<file path="config.mk">
export PLATFORM = sky130hd
export DESIGN_NAME = noc_credit_sender
export DESIGN_NICKNAME = d
export VERILOG_FILES = /design/src/rtl/noc_credit_sender_pkg.sv /design/src/rtl/noc_credit_counter.sv /design/src/rtl/noc_credit_sender.sv
export SDC_FILE = /design/constraint.sdc
export NUM_CORES = 1
export LEC_CHECK = 0
export ABC_AREA = 1
export CAP_MARGIN = 10
export CORE_UTILIZATION = 43
export DETAILED_ROUTE_END_ITERATION = 6
export PLACE_DENSITY = 0.9
export SLEW_MARGIN = 20
export SYNTH_ARGS = -nofsm -noshare
export SYNTH_HDL_FRONTEND = slang
export SYNTH_SLANG_ARGS = --single-unit
</file>
<file path="constraint.sdc">
create_clock -name clk_i -period 2.3 [get_ports clk_i]
set_input_delay 0.575 -clock clk_i [delete_from_list [all_inputs] [get_ports clk_i]]
set_output_delay 0.575 -clock clk_i [all_outputs]
set_load 0.05 [all_outputs]
</file>
<file path="src/rtl/noc_credit_sender_pkg.sv">
// Shared definitions for the NoC credit sender slice.
// Holds the default flit width, the FIFO depth exponent and the credit helper
// so the sender and the downstream circ_fifo always agree on buffer slots.
package noc_credit_sender_pkg;

  // Default flit width, must match the feeding circ_fifo.
  localparam int unsigned NOC_DATA_W       = 32'd8;
  // Depth exponent of the circ_fifo instances on each link.
  localparam int unsigned NOC_FIFO_DEPTH_W = 32'd2;

  // A circ_fifo of 2**depth_w entries keeps one slot free, so it can hold
  // 2**depth_w - 1 flits; that is the credit count the sender starts with.
  function automatic int unsigned noc_credits(input int unsigned depth_w);
    return (32'd1 << depth_w) - 32'd1;
  endfunction

  localparam int unsigned NOC_CREDITS_DEFAULT = noc_credits(NOC_FIFO_DEPTH_W);

  // Net update applied to a credit counter in one cycle.
  typedef enum logic [1:0] {
    CNT_HOLD = 2'd0,
    CNT_DEC  = 2'd1,
    CNT_INC  = 2'd2
  } cnt_op_t;

endpackage

</file>
<file path="src/rtl/noc_credit_counter.sv">
// Up/down credit counter with reset value, saturation at both ends and a
// sticky error flag raised on any attempt to move past a limit.
// Increment and decrement in the same cycle cancel out.
module noc_credit_counter
  import noc_credit_sender_pkg::*;
#(
  parameter int unsigned WIDTH    = 32'd2,
  parameter int unsigned MAX_VAL  = 32'd3,
  parameter int unsigned INIT_VAL = MAX_VAL
) (
  input  logic             clk_i,
  input  logic             rst_ni,
  input  logic             inc_i,
  input  logic             dec_i,
  output logic [WIDTH-1:0] count_o,
  output logic             err_o
);

  localparam logic [WIDTH-1:0] MAX_C  = WIDTH'(MAX_VAL);
  localparam logic [WIDTH-1:0] INIT_C = WIDTH'(INIT_VAL);
  localparam logic [WIDTH-1:0] ZERO_C = WIDTH'(1'b0);
  localparam logic [WIDTH-1:0] ONE_C  = WIDTH'(1'b1);

  cnt_op_t          op_s;
  logic [WIDTH-1:0] count_r;
  logic [WIDTH-1:0] count_next_s;
  logic             err_r;
  logic             err_next_s;

  // Reduce the two strobes to a single net operation.
  always_comb begin
    op_s = CNT_HOLD;
    if (inc_i && !dec_i) begin
      op_s = CNT_INC;
    end else if (dec_i && !inc_i) begin
      op_s = CNT_DEC;
    end else begin
      op_s = CNT_HOLD;
    end
  end

  // Next count with saturation; a blocked move latches the error flag.
  always_comb begin
    count_next_s = count_r;
    err_next_s   = err_r;
    case (op_s)
      CNT_INC: begin
        if (count_r == MAX_C) begin
          err_next_s = 1'b1;
        end else begin
          count_next_s = count_r + ONE_C;
        end
      end
      CNT_DEC: begin
        if (count_r == ZERO_C) begin
          err_next_s = 1'b1;
        end else begin
          count_next_s = count_r - ONE_C;
        end
      end
      CNT_HOLD: begin
        count_next_s = count_r;
      end
      default: begin
        count_next_s = count_r;
      end
    endcase
  end

  // Counter and sticky error state.
  always_ff @(posedge clk_i or negedge rst_ni) begin
    if (!rst_ni) begin
      count_r <= INIT_C;
      err_r   <= 1'b0;
    end else begin
      count_r <= count_next_s;
      err_r   <= err_next_s;
    end
  end

  assign count_o = count_r;
  assign err_o   = err_r;

endmodule

</file>
<file path="src/rtl/noc_credit_sender.sv">
// Output-side drain stage between a router port's circ_fifo and the link.
// Reads the FIFO only while the downstream router has a free slot (credit),
// and drives the link through a two-stage registered valid/data pipeline.
// Optional build macro NOC_CREDIT_SENDER_STATS_EN adds flit and stall counters.
module noc_credit_sender
  import noc_credit_sender_pkg::*;
#(
  parameter  int unsigned DATA_W   = NOC_DATA_W,
  parameter  int unsigned CREDITS  = NOC_CREDITS_DEFAULT,
  localparam int unsigned CREDIT_W = $clog2(CREDITS + 32'd1)
) (
  input  logic                clk_i,
  input  logic                rst_ni,
  input  logic                en_i,
  input  logic                fifo_empty_i,
  input  logic [DATA_W-1:0]   fifo_data_i,
  output logic                fifo_rd_en_o,
  input  logic                credit_i,
  output logic                valid_o,
  output logic [DATA_W-1:0]   data_o,
  output logic [CREDIT_W-1:0] credits_o,
  output logic                credit_err_o
`ifdef NOC_CREDIT_SENDER_STATS_EN
  ,
  output logic [15:0]         flit_cnt_o,
  output logic [15:0]         stall_cnt_o
`endif
);

  localparam logic [CREDIT_W-1:0] NO_CREDITS_C = CREDIT_W'(1'b0);

  logic [CREDIT_W-1:0] credits_s;
  logic                credit_err_s;
  logic                rd_en_s;
  logic                rd_r;
  logic                valid_r;
  logic [DATA_W-1:0]   data_r;

  // Issue a read only with a reserved credit; credit_i never feeds this path,
  // and reset forces the strobe low so the FIFO is untouched while held.
  always_comb begin
    rd_en_s = 1'b0;
    if (rst_ni && en_i && !fifo_empty_i && (credits_s != NO_CREDITS_C)) begin
      rd_en_s = 1'b1;
    end else begin
      rd_en_s = 1'b0;
    end
  end

  // Credits are consumed at issue time and returned by credit_i pulses.
  noc_credit_counter #(
    .WIDTH    (CREDIT_W),
    .MAX_VAL  (CREDITS),
    .INIT_VAL (CREDITS)
  ) u_credit_counter (
    .clk_i   (clk_i),
    .rst_ni  (rst_ni),
    .inc_i   (credit_i),
    .dec_i   (rd_en_s),
    .count_o (credits_s),
    .err_o   (credit_err_s)
  );

  // Two-stage link pipeline: FIFO data is valid the cycle after the read.
  always_ff @(posedge clk_i or negedge rst_ni) begin
    if (!rst_ni) begin
      rd_r    <= 1'b0;
      valid_r <= 1'b0;
      data_r  <= {DATA_W{1'b0}};
    end else begin
      rd_r    <= rd_en_s;
      valid_r <= rd_r;
      if (rd_r) begin
        data_r <= fifo_data_i;
      end else begin
        data_r <= data_r;
      end
    end
  end

  assign fifo_rd_en_o = rd_en_s;
  assign valid_o      = valid_r;
  assign data_o       = data_r;
  assign credits_o    = credits_s;
  assign credit_err_o = credit_err_s;

`ifdef NOC_CREDIT_SENDER_STATS_EN
  logic [15:0] flit_cnt_r;
  logic [15:0] stall_cnt_r;
  logic        stall_s;

  // A stall is pending traffic held back only by the lack of credits.
  always_comb begin
    stall_s = 1'b0;
    if (en_i && !fifo_empty_i && (credits_s == NO_CREDITS_C)) begin
      stall_s = 1'b1;
    end else begin
      stall_s = 1'b0;
    end
  end

  // Flit counter wraps; stall counter saturates at all-ones.
  always_ff @(posedge clk_i or negedge rst_ni) begin
    if (!rst_ni) begin
      flit_cnt_r  <= 16'h0000;
      stall_cnt_r <= 16'h0000;
    end else begin
      if (valid_r) begin
        flit_cnt_r <= flit_cnt_r + 16'h0001;
      end else begin
        flit_cnt_r <= flit_cnt_r;
      end
      if (stall_s && (stall_cnt_r != 16'hFFFF)) begin
        stall_cnt_r <= stall_cnt_r + 16'h0001;
      end else begin
        stall_cnt_r <= stall_cnt_r;
      end
    end
  end

  assign flit_cnt_o  = flit_cnt_r;
  assign stall_cnt_o = stall_cnt_r;
`endif

endmodule

</file>
# --- After elaboration in Yosys (flattened, before gate mapping) ---
# Index checks and enable logic that the tools add are counted.
classes:
  mux: 9
  eq_ne: 7
  n_reduce_logical: 13
  add_sub_neg: 2
ops:
  columns: ["cell", "n"]
  rows:
  - ["$mux W2", 3]
  - ["$reduce_and A3 Y1", 2]
  - ["$logic_and A1 B1 Y1", 5]
  - ["$eq A2 B2 Y1 const B", 2]
  - ["$mux W1", 4]
  - ["$ne A2 B1 Y1 const B", 2]
  - ["$ne A2 B2 Y1 const B", 2]
  - ["$pmux W2 S2", 1]
  - ["$reduce_bool A2 Y1", 2]
  - ["$logic_not A1 Y1", 3]
  - ["$add A2 B1 Y2 const B", 1]
  - ["$eq A2 B1 Y1 const B", 1]
  - ["$logic_not A2 Y1", 1]
  - ["$pmux W1 S2", 1]
  - ["$sub A2 B1 Y2 const B", 1]
word_totals:
  regBits: 13
  elab_cells: 36
  in_bits: 13
  out_inout_bits: 13

# --- Longest topological paths before layout ---
logic_depth:
  depth_word: 10
  mapped_depth: 9
  mapped_depth_nobuf: 9

# --- Modules after synthesis ---
# A second synthesis with hierarchy kept.
unflattened:
  cells_unflattened: 63
  hier_area_um2: 561.8
by_module_without_submodules:
  columns: ["mod", "n_inst", "area_per_inst_um2", "seq_area_each_um2", "cells_each"]
  rows:
  - ["noc_credit_sender", 1, 377.9, 250.2, 39]
  - ["noc_credit_counter", 1, 183.9, 77.6, 24]

# --- Worst setup path after synthesis ---
# No wires, ideal clock.
synth_path:
  path_type: "register to register"
  from: "register u_credit_counter.count_r[0] (netlist: u_credit_counter.count_o[0])"
  to: "register u_credit_counter.count_r[1] (netlist: u_credit_counter.count_o[1])"
  arrival_ns: 1.828
  setup_time_ns: 0.068
  slack_ns: 0.404
  n_path_buf: 0
  required_time_ns: 2.232
  stages_incl_launch_ff: 9
  path_cell_list: "dfstp_2 -> or2_1 -> nand2_1 -> inv_1 -> ha_1 -> inv_1 -> nand3_1 -> nand2_1 -> a21oi_2"
synth_between:
  elab_chain_len: 9
  elab_cells_between_ends: 21
  cone_classes: "add/sub (2); eq/ne (5); mux (6); reduce/logical (8)"
synth_lines:
  columns: ["item", "line", "text"]
  rows:
  - ["start, declared", "noc_credit_counter.sv:25", "logic [WIDTH-1:0] count_r;"]
  - ["start signal, assigned", "noc_credit_counter.sv:76", "count_r <= count_next_s;"]
  - ["$reduce_bool A2 Y1 (*)", "noc_credit_sender.sv:43", "if (rst_ni && en_i && !fifo_empty_i && (credits_s != NO_CREDITS_C)) begin"]
  - ["$logic_and A1 B1 Y1 (*)", "noc_credit_sender.sv:43", null]
  - ["$mux W1 (*)", "noc_credit_sender.sv:43", null]
  - ["net fifo_rd_en_o", "noc_credit_sender.sv:17", "output logic fifo_rd_en_o,"]
  - ["$logic_and A1 B1 Y1 / $logic_not A1 Y1 (equally long branches)", "noc_credit_counter.sv:35, noc_credit_counter.sv:33", null]
  - ["$mux W1 / $logic_and A1 B1 Y1 (equally long branches)", "noc_credit_counter.sv:35, noc_credit_counter.sv:33", null]
  - ["$mux W2 (*)", "noc_credit_counter.sv:33", "if (inc_i && !dec_i) begin"]
  - ["$eq A2 B1 Y1 / $eq A2 B2 Y1 (equally long branches)", "noc_credit_counter.sv:46", "case (op_s)"]
  - ["$ne A2 B2 Y1 (no line) / $reduce_bool A2 Y1 (equally long branches)", null, null]
  - ["$reduce_and A3 Y1 (no line)", null, null]
# Mark *: on every way through the listed nets, which the timed path passes. The rest lies on a longest branch. The select of a mux whose other input is x is not followed.
# A chain may end at the register's enable or synchronous reset.

# --- Final worst setup path ---
layout_path:
  from: "input rst_ni"
  to: "output fifo_rd_en_o"
layout_between:
  elab_chain_len: 4
layout_lines:
  columns: ["item", "line", "text"]
  rows:
  - ["start, declared", "noc_credit_sender.sv:13", "input logic rst_ni,"]
  - ["$logic_and A1 B1 Y1 (3 in a row)", "noc_credit_sender.sv:43", null]
  - ["$mux W1", "noc_credit_sender.sv:43", null]
  - ["end, declared", "noc_credit_sender.sv:17", null]
# No other way between the ends.

==> out/metrics.cfg <==
[routing]
drc=0
highest_layer=met3
vias=431
m1WireLength_um=479
routed_wl_um=1090
drt_iter0_drc=1
wl_met3_um=124
wl_met2_um=481
vias_per_cell=4.63
antenna_left=0
drtPass1Iterations=4
routedWlPerCell_um=11.7

[clock_tree]
tritoncts=done
hold_buffers=0
clk_latency_ps=260
cts_setup_buffers=0
clk_pin_slew_ps=70
cts_buffers=3
cts_root_buffer=clkbuf_4
cts_sinks=13
htreeDepth=1
cts_buffer_depth=2
cts_resized=0

[floorplanning]
rows=13
die_h_um=39.5
die_w_um=39.5
core_um2=1300
dieArea_um2=1560
initial_utilization_pct=46.3
ios=26

[cells_and_area]
area_growth_pct=49.2
nets=94
fillers=100
fin_util_pct=69.1
drive_gt1_share_pct=26.9
final-seq-area_um2=328
stdcell_count=93
n_antenna_cell=0
multi_input_area_um2=236

[synth]
yosysTopAreaCell=dfrtp_1
syn_avg_cell_area_um2=12.3
synth_area_leaders=dfrtp_1 46%, mux2_4 20%, dfstp_2 8.7%, nand2_1 5.6%, ha_1 4.1%
ys_ff_latch=13
synth.cell_area_um2=603
synth_cell_types=17
synth_top_area_share_pct=45.6
yosysWarningCount=0
seq_area_frac_synth_pct=54.4
synth_cells=49
syn-num-nets=64

[global_route]
grt_first_pass_wirelength_um=1540
grt_pass1_vias=376
grt_use_total_pct=15.3
antenna_found_initial=0
grt-ovfl-total=0
grt_max_degree=14

[place]
gp_routability_congestion=0.722
dp_cells=89
hpwl_um=861
portBuffers=25

[critical_path]
cpMaxStageDelayCell=clkdlybuf4s50_1
crit_type=in2out
crit_arrival_ps=1600
path_cells=clkdlybuf4s50_1, nand2_1, nor2_1, nand2_1, inv_1, buf_12
critPathTopFamily=buffers and inverters
slowest_delay_ps=490
critPathMaxFanout=3
cpMostUsedCell=nand2_1
crit_path_end_kind=output pin
start_kind=input pin
path_buf_inv=3
required_ps=1730

[worst_hold_path]
hold_class=reg2reg

[timing]
layout_min_cycle_time_ps=2170
finalMaxSlewViolations=0
fin_setup_tns_ps=0
worst_pin_slew_ps=510
hold_viol=0
rsz0062_at_grt=false
fin_crit_sh_pct=94.5
setup_viol=0
relSlewSlack_pct=65.9
clock_skew_ps=4.66
fmax_mhz=460

[pwr]
power.density_nw_per_um2=1390
p_leak_nw=0.418
peakVddDrop_mv=0.692

[run_status]
status=completed

[run]
maxCapViolCount=0

-- path summary, 6_finish.rpt --
path	start	to	slack (ps)	cells after the start
setup / recovery	rst_ni	fifo_rd_en_o	130	6
min in group asynchronous	rst_ni	data_o[7]$_DFFE_PN0P_	660	2
max in group asynchronous	rst_ni	u_credit_counter.count_o[0]$_DFFE_PN1P_	1410	2
hold / removal	u_credit_counter.err_o$_DFFE_PN0P_	u_credit_counter.err_o$_DFFE_PN0P_	460	2
hold reg to reg	u_credit_counter.err_o$_DFFE_PN0P_	u_credit_counter.err_o$_DFFE_PN0P_	460	2
setup reg to reg	u_credit_counter.count_o[1]$_DFFE_PN1P_	u_credit_counter.count_o[1]$_DFFE_PN1P_	740	8
-- cells in the mapped netlist --
master,number
a21oi_1,1
nand2_1,9
dfstp_2,2
o21bai_1,1
dfrtp_1,11
mux2_4,8
inv_1,4
clkinv_4,1
inv_2,1
a21oi_2,1
nand2_2,1
o21ai_1,1
buf_6,1
nand3_1,3
nor2_1,1
ha_1,2
or2_1,1
-- state kept, by name (all words and copies together), names as in the netlist --
register                  count
data_o                        8
rd_r                          1
u_credit_counter.count_o      2
u_credit_counter.err_o        1
valid_o                       1
-- kinds of logic (layout without fill, tap and decap cells) --
| group | count (synthesis) | in the layout | synth area share [%] |
|---|---|---|---|
| simple gates | 15 | 15 | 10.8 |
| flops | 13 | 13 | 54.4 |
| mux | 8 | 8 | 19.9 |
| buf+inv | 7 | 36 | 6.43 |
| compound gates | 4 | 4 | 4.36 |
| fa+ha+maj | 2 | 2 | 4.15 |
-- worst reg2reg max path: stages, from the launching register on --
cell and delay [ps]:
dfstp_2 590, or2_1 140, nand2_1 70, inv_1 160
ha_1 220, inv_1 60, nand3_1 60, nand2_1 70
a21oi_2 130
-- stage by stage --
stage | hold slack (ps) | cell area (um2) | power, mW | setup slack [ps]
final | 464 | 900 | 1.25 | 127
after CTS | 469 | 900 | 1.26 | 144
after global placement | 447 | 873 | 1.11 | 182
after global routing | 515 | 900 | 1.31 | 66.7
after detailed placement | 451 | 873 | 1.12 | 155
after floorplan | 279 | 603 | 0.893 | 404
-- report_power, final --
part,internal (mW),total [mW],switching (mW)
Combinational,0.286,0.712,0.426
Clock,0.0670,0.131,0.0640
Sequential,0.330,0.404,0.0737
-- routing by layer --
layer,GRT usage [%],up-vias
met4,5.17,0
met1,19.5,191
li1,-,218
met2,24.6,22
met5,0,-
met3,4.55,0
-- cell usage in the layout (no fill, tap or decap) --
master and instances:
buf_12 1, dfstp_2 2, nand2_1 9, o21ai_1 1, clkbuf_4 3, inv_1 4
or2_1 1, inv_2 1, o21bai_1 1, nor2_1 1, a21oi_1 1, clkdlybuf4s50_1 22
clkbuf_1 1, a21oi_2 1, mux2_4 8, dfrtp_1 11, buf_4 3, nand2_2 1
ha_1 2, clkinv_4 1, nand3_1 3
-- area by class of cell --
class	instances	area share (%)
Tap cell	15	2.09
Inverter	6	3.06
Sequential cell	13	36.4
Timing Repair Buffer	26	29.2
Clock buffer	4	2.92
Multi-Input combinational cell	29	26.3
(Power assumes the default switching activity.)
